===== src/rtl/bk_pkg.sv =====
// Shared types and constants for the backup-RAM SD sequencer.
package bk_pkg;

    localparam int SECTOR_BYTES = 512;

    typedef enum logic [2:0] {
        IDLE      = 3'd0,
        ISSUE     = 3'd1,
        WAIT_ACK  = 3'd2,
        WAIT_DONE = 3'd3,
        FINISH    = 3'd4
    } bk_state_t;

endpackage


===== src/rtl/bk_sd_sequencer.sv =====
// Moves a SECTORS x 512-byte backup image between save RAM and the SD image via user_io.
// Optional feature: define BK_AUTOSAVE_EN to save dirty RAM when the OSD opens.
module bk_sd_sequencer
    import bk_pkg::*;
#(
    parameter int SECTORS = 16
) (
    input  logic        clk_sys,
    input  logic        reset,
    input  logic        img_mounted,
    input  logic [31:0] img_size,
    input  logic        rom_download,
    input  logic        save_req,
    input  logic        nvram_we,
    input  logic        osd_open,
    output logic [31:0] sd_lba,
    output logic        sd_rd,
    output logic        sd_wr,
    input  logic        sd_ack,
    output logic        bk_ena,
    output logic        bk_busy,
    output logic        bk_reset,
    output logic [2:0]  dbg_state
);

    localparam int LBA_W = (SECTORS > 1) ? $clog2(SECTORS) : 1;
    localparam logic [LBA_W-1:0] LAST_LBA = LBA_W'(SECTORS - 1);

    bk_state_t        state;
    logic [LBA_W-1:0] lba;
    logic             pending;
    logic             dirty;
    logic             is_load;
    logic             abort;

    logic mount_q, save_q, rom_q, ack_q;
    logic mount_ok, save_rise, rom_rise, ack_rise, ack_fall, auto_go;

    assign mount_ok  = img_mounted & ~mount_q & (img_size != 32'd0);
    assign save_rise = save_req & ~save_q;
    assign rom_rise  = rom_download & ~rom_q;
    assign ack_rise  = sd_ack & ~ack_q;
    assign ack_fall  = ~sd_ack & ack_q;

`ifdef BK_AUTOSAVE_EN
    logic osd_q;
    assign auto_go = dirty & osd_open & ~osd_q;

    always_ff @(posedge clk_sys) begin
        if (reset) osd_q <= 1'b0;
        else       osd_q <= osd_open;
    end
`else
    logic unused_autosave;
    assign unused_autosave = osd_open ^ nvram_we;
    assign auto_go = 1'b0;
`endif

    assign sd_lba    = 32'(lba);
    assign dbg_state = state;

    // Handshake: sd_rd/sd_wr rise in ISSUE and stay high until the sd_ack rising
    // edge; the sector is complete on the following sd_ack falling edge.
    always_ff @(posedge clk_sys) begin
        if (reset) begin
            state    <= IDLE;
            lba      <= '0;
            sd_rd    <= 1'b0;
            sd_wr    <= 1'b0;
            bk_ena   <= 1'b0;
            bk_busy  <= 1'b0;
            bk_reset <= 1'b0;
            pending  <= 1'b0;
            dirty    <= 1'b0;
            is_load  <= 1'b0;
            abort    <= 1'b0;
            mount_q  <= 1'b0;
            save_q   <= 1'b0;
            rom_q    <= 1'b0;
            ack_q    <= 1'b0;
        end else begin
            mount_q  <= img_mounted;
            save_q   <= save_req;
            rom_q    <= rom_download;
            ack_q    <= sd_ack;
            bk_reset <= 1'b0;

            case (state)
                IDLE: begin
                    abort <= rom_rise;
                    if (bk_ena && pending) begin
                        pending <= 1'b0;
                        is_load <= 1'b1;
                        lba     <= '0;
                        bk_busy <= 1'b1;
                        state   <= ISSUE;
                    end else if (bk_ena && !mount_ok && (save_rise || auto_go)) begin
                        is_load <= 1'b0;
                        lba     <= '0;
                        bk_busy <= 1'b1;
                        state   <= ISSUE;
                    end
                end
                ISSUE: begin
                    if (rom_rise) abort <= 1'b1;
                    sd_rd <= is_load;
                    sd_wr <= ~is_load;
                    state <= WAIT_ACK;
                end
                WAIT_ACK: begin
                    if (rom_rise) abort <= 1'b1;
                    if (ack_rise) begin
                        sd_rd <= 1'b0;
                        sd_wr <= 1'b0;
                        state <= WAIT_DONE;
                    end
                end
                WAIT_DONE: begin
                    if (rom_rise) abort <= 1'b1;
                    if (ack_fall) begin
                        // A ROM download abandons the image after the current sector.
                        if (abort || rom_rise) begin
                            bk_busy <= 1'b0;
                            state   <= IDLE;
                        end else if (lba == LAST_LBA) begin
                            state <= FINISH;
                        end else begin
                            lba   <= lba + LBA_W'(1);
                            state <= ISSUE;
                        end
                    end
                end
                FINISH: begin
                    bk_reset <= is_load;
                    dirty    <= 1'b0;
                    bk_busy  <= 1'b0;
                    state    <= IDLE;
                end
                default: begin
                    sd_rd   <= 1'b0;
                    sd_wr   <= 1'b0;
                    bk_busy <= 1'b0;
                    state   <= IDLE;
                end
            endcase

`ifdef BK_AUTOSAVE_EN
            if (nvram_we) dirty <= 1'b1;
`endif
            // A mount seen mid-transfer stays pending until the next IDLE.
            if (mount_ok) begin
                bk_ena  <= 1'b1;
                pending <= 1'b1;
            end
            if (rom_rise) bk_ena <= 1'b0;
        end
    end

endmodule


===== config.mk =====
export PLATFORM = sky130hd
export DESIGN_NAME = bk_sd_sequencer
export DESIGN_NICKNAME = d
export VERILOG_FILES = /design/src/rtl/bk_pkg.sv /design/src/rtl/bk_sd_sequencer.sv
export SDC_FILE = /design/constraint.sdc
export NUM_CORES = 1
export LEC_CHECK = 0
export BUFFER_PORTS_ARGS = -buffer_cell sky130_fd_sc_hd__buf_2
export CORE_MARGIN = 2
export CORE_UTILIZATION = 45
export DETAILED_ROUTE_END_ITERATION = 6
export GPL_ROUTABILITY_DRIVEN = 0
export HOLD_SLACK_MARGIN = 0.03
export PLACE_DENSITY = 0.84
export SLEW_MARGIN = 10
export SYNTH_ARGS = -nofsm -noshare
export SYNTH_HDL_FRONTEND = slang
export SYNTH_SLANG_ARGS = --single-unit

===== constraint.sdc =====
create_clock -name clk_sys -period 2.55 [get_ports clk_sys]
set_input_delay 0.255 -clock clk_sys [delete_from_list [all_inputs] [get_ports clk_sys]]
set_output_delay 0.255 -clock clk_sys [all_outputs]
set_load 0.01 [all_outputs]

==> impl_results.md, run 1 <==
* Top FF cell, synth: dfxtp_1
* Initial antenna violation count at 0
* Sequential share of the synthesized area at 31.34%
* Leakage at roughly 0.66 nW
* CTS sink count at 19
* I/O pins at 80
* Synth Instances at 141
* Synth top area cells: dfxtp_1, buf_4, nor4_1
* DP Cell Count at 216
* Final setup vio count at 0
* Count leader, synth: buf_4
* Core Area at roughly 0.0025 mm²
* Routed vias at around 1100
* Distinct cell type count after synthesis at between 40 and 50
* Synth Cell Area at 0.001214 mm²
* Warnings from Yosys at 0
* Required @ worst endpoint at roughly 2800 ps
* Initial Util at 48.12%
* Post-DP HPWL at ~2000 µm
* RSZ-0062 raised after global routing: false
* Global Route Usage Sum at approximately 16%
* Multi-input logic area at ~700 µm²
* DR iter-0 viols at 21
* Count of final hold-check violations at 0
* Outcome: finished clean
* Buffer count from post-CTS setup fixing at 0
* Clock-pin slew on the worst setup and hold paths at ~110 ps
* Grt ovf at 0
* Ys async rst share at 0%
* Vias in the first global route at a little over 1000
* DRC violations left at 0
* Number of fillers in the final layout at 248
* Max-cap viol count at 0
* Hold Buf Count CTS at 0
* Layout area overhead at 15.77%
* Setup TNS at 0 ps
* Clock skew at 6.141 ps
* CP max stage delay at around 420 ps
* CP bufs+invs at 0
* Layout cells sized above 1 at between 30% and 40%
* Max Freq at a little under 600 MHz
* Hold WC Path Type: in2reg
* Crit path cell chain: nor3_4 -> nand2_1 -> a211o_1 -> nand4_1 -> mux2_2
* Cell Area, Placed at 0.001375 mm²
* I/O Buffers at just under 50
* Num CTS Buffers at 3
* Register Area at around 380 µm²
* Chip Height at between 50 and 60 µm
* Htree depth at 1
* Design Area, Final at approximately 0.0014 mm²
* Worst Setup Start Kind: register
* Tmin final at 1691 ps
* Routed len/inst at 11.21 µm
* Root Buffer: clkbuf_4
* Post-route insts no fill at 220
* Arr. time, crit path at roughly 1900 ps
* Die area at 0.003128 mm²
* Worst VDD drop at 0.0003854 V
* Rows at 18
* Tcrit/Tclk final at 66.32%
* Yosys reg bits at 19
* Top cell type's share of synthesized area at between 30% and 40%
* Cell taking the most area after synthesis: dfxtp_1
* CP Max Fanout at 9
* Drt first pass iters at 4
* Ant diodes at 0
* CTS Buffer Depth at 2
* Synth cell count leaders: buf_4, dfxtp_1, nor2_1
* Vias per cell at 5.032
* CTS tree: done
* Crit Path Category: reg2reg
* CP delay by family, top: simple AND/OR/NAND/NOR gates
* Pwr Total at about 660 µW
* First-pass GRT wire length at roughly 4200 µm
* Mean Syn Cell Area at ~8.6 µm²
* Post-synth EDFFs at 0
* Clk Latency, worst-skew pair at around 300 ps
* CTS-repair resized insts at 0
* Setup crit end kind: register
* Slew Limit Fails at 0
* Pin count of the biggest net entering global routing at 27
* Biggest register: lba
* Post-Route WL at between 2000 and 2500 µm
* ANT nets after route at 0
* Pwr dens at 470.5 mW/mm²
* Max FFs per register at 4
* Die X at around 56 µm
* Worst path slowest cell: dfxtp_1
* Final nets at 232
## power by group
part	internal (mW)	switching [mW]	total (mW)
registers	0.313	0.0162	0.330
clock network	0.0599	0.0976	0.157
logic	0.0783	0.0956	0.174
## final cells by class
type | instances | area share (%)
Clock buffer | 3 | 1.603
Sequential cell | 19 | 27.07
Clock inverter | 1 | 0.5343
Tap cell | 30 | 2.671
Timing Repair Buffer | 49 | 17.45
Multi-Input combinational cell | 116 | 50.13
Inverter | 2 | 0.5343
## metrics by stage
stage | util [%] | hold WS, ps | setup slack, ps
2_1_floorplan | - | 383.2 | 1010
4_1_cts | 55.70 | 160.8 | 855.6
6_report | 55.70 | 170.7 | 858.7
3_3_place_gp | 54.51 | 476.3 | 892.6
5_1_grt | 55.70 | 165.9 | 756.1
3_5_place_dp | 54.51 | 475.3 | 880.4
## worst register-to-register path, cell delays in order, from the launching register on
cell	delay [ps]
dfxtp_1	420
nor3_4	290
nand2_1	80
a211o_1	350
nand4_1	130
mux2_2	330
## cell usage in the layout, fill, tap and decap left out, types with 3 or more instances in the layout
master / Yosys / routed
buf_2: 1 / 49
nand2b_1: 7 / 7
nand3_1: 6 / 6
conb_1: 1 / 28
nor2_1: 10 / 10
clkbuf_4: 0 / 3
dfxtp_1: 19 / 19
nand3b_1: 3 / 3
nor2b_1: 5 / 5
nor4_1: 8 / 8
nand2_1: 4 / 4
a21oi_1: 8 / 8
## cell families after synthesis
logic type / Yosys count / share of synthesized area (%)
AOI/OAI and AO/OA: 22 / 12.89
other: 1 / 0.3090
buffers and inverters: 33 / 18.97
adders and majority gates: 1 / 1.031
muxes: 1 / 0.9278
DFF: 19 / 31.34
and+or+nand+nor: 64 / 34.54
## metal layers
| metal | up-vias | GRT usage, % | wire length [µm] |
|---|---|---|---|
| li1 | 553 | - | - |
| met1 | 488 | 19.77 | 1026 |
| met2 | 64 | 29.25 | 1197 |
| met3 | 2 | 3.488 | 229 |
| met4 | 0 | 4.082 | 14 |
| met5 | - | 0 | 0 |
## worst paths after layout
check / start / end / slack [ps] / cells past startpoint
min reg2reg: is_load$_SDFFE_PP0P_ / bk_reset$_SDFF_PP0_ / 490 / 2
max reg2reg: dbg_state[1]$_SDFFE_PP0P_ / bk_busy$_SDFFE_PP0P_ / 860 / 5
min: save_req / save_q$_SDFF_PP0_ / 170 / 2
max: dbg_state[1]$_SDFFE_PP0P_ / bk_busy$_SDFFE_PP0P_ / 860 / 5
Note: power is estimated with default switching activity, not from simulation.
==> run 2: changes to the inputs <==
--- a/config.mk
+++ b/config.mk
@@ -7,11 +7,11 @@
 export LEC_CHECK = 0
 export BUFFER_PORTS_ARGS = -buffer_cell sky130_fd_sc_hd__buf_2
 export CORE_MARGIN = 2
-export CORE_UTILIZATION = 45
+export CORE_UTILIZATION = 38
 export DETAILED_ROUTE_END_ITERATION = 6
 export GPL_ROUTABILITY_DRIVEN = 0
 export HOLD_SLACK_MARGIN = 0.03
-export PLACE_DENSITY = 0.84
+export PLACE_DENSITY = 0.76
 export SLEW_MARGIN = 10
 export SYNTH_ARGS = -nofsm -noshare
 export SYNTH_HDL_FRONTEND = slang
==> constraint.sdc (replaced) <==
create_clock -name clk_sys -period 1.39 [get_ports clk_sys]
set_input_delay 0.139 -clock clk_sys [delete_from_list [all_inputs] [get_ports clk_sys]]
set_output_delay 0.139 -clock clk_sys [all_outputs]
set_load 0.01 [all_outputs]
==> impl_results.md, run 2 (synthesis results as in run 1) <==
* FF-to-FF Start: dbg_state[2]$_SDFFE_PP0P_
* Buffer count from post-CTS setup fixing at 0 (unchanged)
* RSZ-0062 raised after global routing: true
* Initial antenna violation count at 0 (unchanged)
* Reg power frac at 47.4% (-2.5 points)
* Arr. time, crit path at 1620 ps (-280 ps)
* Die X at 60.52 µm (+8.2%)
* Net Sw Power at 390.4 µW (+86%)
* Slew Limit Fails at 0 (unchanged)
* Post-DP HPWL at 2175 µm (+11%)
* CP Max Fanout at 4 (-5)
* Post-route insts no fill at 249 (+13%)
* Initial Util at 39.75% (-8.4 points)
* Vias in the first global route at 1008 (-1.8%)
* Register Area at 390.4 µm² (+2.6%)
* Commonest non-fill, non-tap cell in the layout: buf_2
* Tmin final at 1414 ps (-277.0 ps)
* Clk Latency, worst-skew pair at 300 ps (about the same)
* R2r setup slk at -20 ps (-880 ps)
* Pin count of the biggest net entering global routing at 15 (-44%)
* Htree depth at 1 (unchanged)
* Most frequent cells in the layout: buf_2, conb_1, dfxtp_1, buf_4, nor2_1
* CP max stage delay at 360 ps (-60 ps)
* Setup crit end kind: register
* Drt first pass iters at 4 (unchanged)
* Clk network pwr share at 22.0% (-1.8 points)
* Worst reg-to-reg path cell count at 5 (unchanged)
* Routed len/inst at 10.67 µm (-4.9%)
* I/O Buffers at 49 (unchanged)
* Root Buffer: clkbuf_4
* Max-cap viol count at 0 (unchanged)
* Final setup vio count at 3 (+3)
* Hold WC Path Type: in2reg
* Vias per cell at 4.635 (-7.9%)
* ANT nets after route at 0 (unchanged)
* Required @ worst endpoint at 1590 ps (-1170 ps)
* Combinational fraction of design power at 30.6% (+4.3 points)
* Final nets at 247 (+6.5%)
* Setup TNS at -57.63 ps (-57.63 ps)
* Count of final hold-check violations at 0 (unchanged)
* Worst VDD drop at 0.0004550 V (+18%)
* Core Area at 0.003053 mm² (+21%)
* Rows at 20 (+2)
* Worst path slowest cell: dfxtp_2
* Sw Ratio at 30.74% (-0.95 points)
* I/O pins at 80 (unchanged)
* Global Route Usage Sum at 15.45% (-0.86 points)
* Clock skew at 5.152 ps (-0.9884 ps)
* Leakage at 0.7538 nW (+14%)
* Num CTS Buffers at 3 (unchanged)
* CTS tree: done
* CTS sink count at 19 (unchanged)
* Critical Path End: bk_busy$_SDFFE_PP0P_
* DR iter-0 viols at 35 (+67%)
* DRC violations left at 0 (unchanged)
* CTS Buffer Depth at 2 (unchanged)
* Violated checks: negative setup slack
* Crit Path Category: reg2reg
* Internal at 879.6 µW (+95%)
* Post-Route WL at 2656 µm (+7.7%)
* Die area at 0.003662 mm² (+17%)
* Critical R2R Capture: bk_busy$_SDFFE_PP0P_
* DP Cell Count at 245 (+13%)
* Layout cells sized above 1 at 43.41% (+9.7 points)
* Hold Buf Count CTS at 0 (unchanged)
* Crit. Startpoint: dbg_state[2]$_SDFFE_PP0P_
* Pre-CTS setup slack at -180.0 ps (-1060 ps)
* Routed vias at 1154 (+4.2%)
* Setup ws final at -24.22 ps (-883.0 ps)
* Max FFs per register at 4 (unchanged)
* Hold slack at 61.97 ps (-108.7 ps)
* First-pass GRT wire length at 4298 µm (+2.8%)
* Layout area overhead at 30.62%
* Biggest register: lba
* Chip Height at 60.52 µm (+8.2%)
* Number of fillers in the final layout at 332 (+34%)
* Outcome: finished with violations
* Ant diodes at 0 (unchanged)
* Max Freq at 707.1 MHz (+20%)
* Pwr dens at 801.1 mW/mm² (+70%)
* Tcrit/Tclk final at 101.7% (+35 points)
* Grt ovf at 0 (unchanged)
* Crit path cell chain: nor3_4 -> nand2_1 -> a211o_1 -> nand4_1 -> mux2_4
* Multi-input logic area at 748.2 µm² (+6.2%)
* Clock-pin slew on the worst setup and hold paths at 100 ps (about the same)
* Worst Setup Start Kind: register
run 2: cell count changes in the layout (fill, tap and decap cells not counted), sizes merged:
cell	change
clkbuf	+1
buf	+15
clkinvlp	-1
run 2: layout make-up:
| class | count | share of cell area, % |
|---|---|---|
| Multi-Input combinational cell | 116 | 47.20 |
| Sequential cell | 19 | 24.63 |
| Tap cell | 44 | 3.473 |
| Inverter | 2 | 0.4736 |
| Clock buffer | 4 | 1.657 |
| Timing Repair Buffer | 64 | 22.57 |
run 2: timing repair:
item | 4_1_cts | 5_1_grt
resized for setup | 4 | 6
endpoints found under the hold margin | 0 | 0
endpoints found under the setup margin | 7 | 8
pin swaps | 1 | 4
run 2: metal layers:
layer	GRT usage, %	vias up	routed length [µm]
li1	-	584	-
met1	18.90	534	1145
met2	26.86	34	1365
met3	4.478	2	130
met4	3.727	0	15
met5	0	-	0
run 2: metrics by stage:
stage	instance area [µm²]	util, %	total power, mW
floorplan	1328	-	0.8886
global placement	1515	49.63	0.9818
detailed placement	1515	49.63	0.9887
CTS	1559	51.07	1.274
global route	1585	51.93	1.347
finish	1585	51.93	1.270
run 2: worst max-delay path: cells and delay by family, from the launching register on:
kind            cells  cell delay (ps)
compound gates      1              270
flops               1              360
mux                 1              300
simple gates        3              380
run 2: power by group through the flow:
| stage | Clock, mW | Sequential [mW] | Combinational, mW |
|---|---|---|---|
| 2_1_floorplan | 0 | 0.624 | 0.265 |
| 3_5_place_dp | 0 | 0.614 | 0.375 |
| 5_1_grt | 0.312 | 0.606 | 0.429 |
| 4_1_cts | 0.294 | 0.601 | 0.379 |
| 3_3_place_gp | 0 | 0.613 | 0.369 |
| 6_report | 0.279 | 0.601 | 0.389 |
run 2: how the worst min path moves through the flow:
stage | from | endpoint | cells after the start
final | save_req | save_q$_SDFF_PP0_ | 2
after global routing | img_mounted | mount_q$_SDFF_PP0_ | 2
after CTS | save_req | save_q$_SDFF_PP0_ | 2
after detailed placement | save_req | save_q$_SDFF_PP0_ | 2
after global placement | save_req | save_q$_SDFF_PP0_ | 2
after floorplan | sd_ack | ack_q$_SDFF_PP0_ | 1
==> run 3: changes to the inputs <==
--- a/config.mk
+++ b/config.mk
@@ -5,13 +5,14 @@
 export SDC_FILE = /design/constraint.sdc
 export NUM_CORES = 1
 export LEC_CHECK = 0
+export ABC_AREA = 1
 export BUFFER_PORTS_ARGS = -buffer_cell sky130_fd_sc_hd__buf_2
 export CORE_MARGIN = 2
 export CORE_UTILIZATION = 38
 export DETAILED_ROUTE_END_ITERATION = 6
 export GPL_ROUTABILITY_DRIVEN = 0
 export HOLD_SLACK_MARGIN = 0.03
-export PLACE_DENSITY = 0.76
+export PLACE_DENSITY = 0.75
 export SLEW_MARGIN = 10
 export SYNTH_ARGS = -nofsm -noshare
 export SYNTH_HDL_FRONTEND = slang
==> impl_results.md, run 3 <==
* RSZ-0062 raised after global routing: true
* Setup ws final at -68.40 ps (-44.18 ps)
* Arr. time, crit path at 1640 ps (+20 ps)
* I/O Buffers at 49 (unchanged)
* ANT nets after route at 0 (unchanged)
* Hold WC Path Type: in2reg
* Final setup vio count at 4 (+1)
* CTS Buffer Depth at 2 (unchanged)
* CP Max Fanout at 5 (+1)
* Synth Instances at 176 (+25%)
* DR iter-0 viols at 65 (+86%)
* Die X at 60.57 µm (about the same)
* Pwr dens at 1226 mW/mm² (+53%)
* Number of fillers in the final layout at 322 (-3.0%)
* Max-cap viol count at 0 (unchanged)
* FF-to-FF Start: lba[0]$_SDFFE_PP0P_
* Pin count of the biggest net entering global routing at 19 (+4)
* Clock-pin slew on the worst setup and hold paths at 110 ps (about the same)
* Worst path slowest cell: dfxtp_4
* Layout area overhead at 30.66% (about the same)
* Critical R2R Capture: lba[2]$_SDFFE_PP0P_
* Outcome: finished with violations
* Synth cell count leaders: nor2_1, nand2_1, buf_4
* Max FFs per register at 4 (unchanged)
* CP max stage delay at 370 ps (about the same)
* Most frequent cells in the layout: buf_2, nor2_1, nand2_1
* R2r setup slk at -70 ps (-40 ps)
* Post-layout util at 52.05% (+0.12 points)
* Hold Buf Count CTS at 0 (unchanged)
* Post-DP HPWL at 1933 µm (-11%)
* Ys async rst share at 0% (unchanged)
* Design Area, Final at 0.001589 mm² (+0.24%)
* Crit path cell chain: ha_4 -> nand3_2 -> clkinv_2 -> or2_4 -> a21oi_4 -> nand3_4 -> nand2_1 -> a21oi_1
* Crit Path Category: reg2reg
* Count of final hold-check violations at 0 (unchanged)
* Required @ worst endpoint at 1570 ps (-20 ps)
* Tcrit/Tclk final at 104.9% (+3.2 points)
* Die area at 0.003669 mm² (+0.18%)
* Crit. Startpoint: lba[0]$_SDFFE_PP0P_
* Sequential share of the synthesized area at 31.28% (-0.064 points)
* Biggest register: lba
* Global Route Usage Sum at 13.64% (-1.8 points)
* Worst reg-to-reg path cell count at 8 (+3)
* Tmin final at 1458 ps (+44.18 ps)
* CTS tree: done
* First-pass GRT wire length at 3933 µm (-8.5%)
* Clock skew at 6.981 ps (+1.828 ps)
* Cell Area, Placed at 0.001543 mm² (+1.8%)
* Count leader, synth: nor2_1
* Drt first pass iters at 4 (unchanged)
* Grt ovf at 0 (unchanged)
* Layout cells sized above 1 at 38.11% (-5.3 points)
* Leakage at 0.8047 nW (+6.8%)
* Max Freq at 685.7 MHz (-3.0%)
* Distinct cell type count after synthesis at 32 (-29%)
* Initial Util at 39.84% (+0.082 points)
* Root Buffer: clkbuf_4
* Chip Height at 60.57 µm (about the same)
* Ant diodes at 0 (unchanged)
* Initial antenna violation count at 0 (unchanged)
* Post-synth EDFFs at 0 (unchanged)
* Violated checks: negative setup slack
* Cell taking the most area after synthesis: dfxtp_1
* Critical Path End: lba[2]$_SDFFE_PP0P_
* Vias in the first global route at 1013 (+0.50%)
* Warnings from Yosys at 0 (unchanged)
* DRC violations left at 0 (unchanged)
* Post-Route WL at 2525 µm (-4.9%)
* Routed len/inst at 8.767 µm (-18%)
* Final nets at 286 (+16%)
* Mean Syn Cell Area at 6.910 µm² (-20%)
* Top cell type's share of synthesized area at 31.28% (-0.064 points)
* Slew Limit Fails at 0 (unchanged)
* Clk Latency, worst-skew pair at 300 ps (about the same)
* Worst Setup Start Kind: register
* Setup TNS at -222.2 ps (-164.6 ps)
* I/O pins at 80 (unchanged)
* Worst VDD drop at 0.0005173 V (+14%)
* CTS sink count at 19 (unchanged)
* Commonest non-fill, non-tap cell in the layout: buf_2
* Rows at 20 (unchanged)
* Num CTS Buffers at 3 (unchanged)
* Setup crit end kind: register
* Synth top area cells: dfxtp_1, buf_4, nor2_1
* Top FF cell, synth: dfxtp_1
* Synth Cell Area at 0.001216 mm² (+0.21%)
* Htree depth at 1 (unchanged)
* Routed vias at 1202 (+4.2%)
* Core Area at 0.003053 mm² (unchanged)
* Yosys reg bits at 19 (unchanged)
* Vias per cell at 4.174 (-9.9%)
-- run 3: cell types whose count changed after synthesis, sizes merged, moves of 3 or more --
| cell | delta |
|---|---|
| a21oi | +3 |
| nor3 | +4 |
| nor2 | +27 |
| nand2b | -8 |
| nand2 | +28 |
| inv | +16 |
| nor2b | -5 |
| nor4 | -8 |
-- run 3: final cells by class --
class | instances | area [µm²] | share of cell area, %
Inverter | 19 | 72.57 | 4.567
Multi-Input combinational cell | 135 | 666.9 | 41.97
Clock buffer | 4 | 26.28 | 1.654
Sequential cell | 19 | 387.9 | 24.41
Timing Repair Buffer | 67 | 380.4 | 23.94
Tap cell | 44 | 55.05 | 3.465
-- run 3: worst min path at each step --
| stage | startpoint | endpoint | slack (ps) | depth (start not counted) |
|---|---|---|---|---|
| after global routing | rom_download | rom_q$_SDFF_PP0_ | 50 | 3 |
| after global placement | img_mounted | mount_q$_SDFF_PP0_ | 350 | 3 |
| final | save_req | save_q$_SDFF_PP0_ | 50 | 3 |
| after floorplan | rom_download | rom_q$_SDFF_PP0_ | 260 | 2 |
| after CTS | rom_download | rom_q$_SDFF_PP0_ | 50 | 3 |
| after detailed placement | rom_download | rom_q$_SDFF_PP0_ | 360 | 3 |
-- run 3: through the flow --
| stage | hold WS [ps] | power (mW) | setup WS (ps) | instances |
|---|---|---|---|---|
| after global placement | 351.8 | 1.634 | -56.09 | 282 |
| final | 53.48 | 1.948 | -68.40 | 288 |
| after floorplan | 255.8 | 1.340 | -12.46 | 203 |
| after CTS | 51.56 | 1.931 | -50.20 | 287 |
| after detailed placement | 361.6 | 1.649 | -60.20 | 282 |
| after global routing | 54.00 | 2.089 | -128.8 | 288 |
-- run 3: cells by family (layout without fill, tap and decap cells) --
family / Yosys count / in the layout / share of synthesized area [%]
compound gates: 18 / 18 / 10.19
xor+xnor: 1 / 1 / 0.7203
fa+ha+maj: 1 / 1 / 1.029
buf+inv: 49 / 90 / 23.87
flops: 19 / 19 / 31.28
other cells: 1 / 28 / 0.3083
simple gates: 87 / 87 / 32.61
-- run 3: routing by layer --
layer	wire, µm	track usage, %
met1	1040	16.15
met2	1275	24.88
met3	189	3.412
met4	20	2.795
met5	0	0
-- run 3: where the power goes --
part / switching, mW / leakage, nW / internal, mW
Clock: 0.167 / 0.0150 / 0.112
Sequential: 0.0564 / 0.158 / 0.617
Combinational: 0.565 / 0.632 / 0.430
Total: 0.789 / 0.805 / 1.16
-- run 3: critical path, delay by kind of cell (launching register included) --
kind	cells	cell delay, ps
AO/OA/AOI/OAI	2	240
adder cells (fa/ha/maj)	1	150
buffers and inverters	1	50
flip-flops	1	370
AND/OR/NAND/NOR	4	510
-- run 3: repair_timing --
| action | in CTS | in global routing |
|---|---|---|
| setup endpoints to repair | 4 | 6 |
| gates cloned | 0 | 0 |
| setup buffers | 1 | 1 |
| resized for setup | 0 | 4 |
| pin swaps | 3 | 1 |
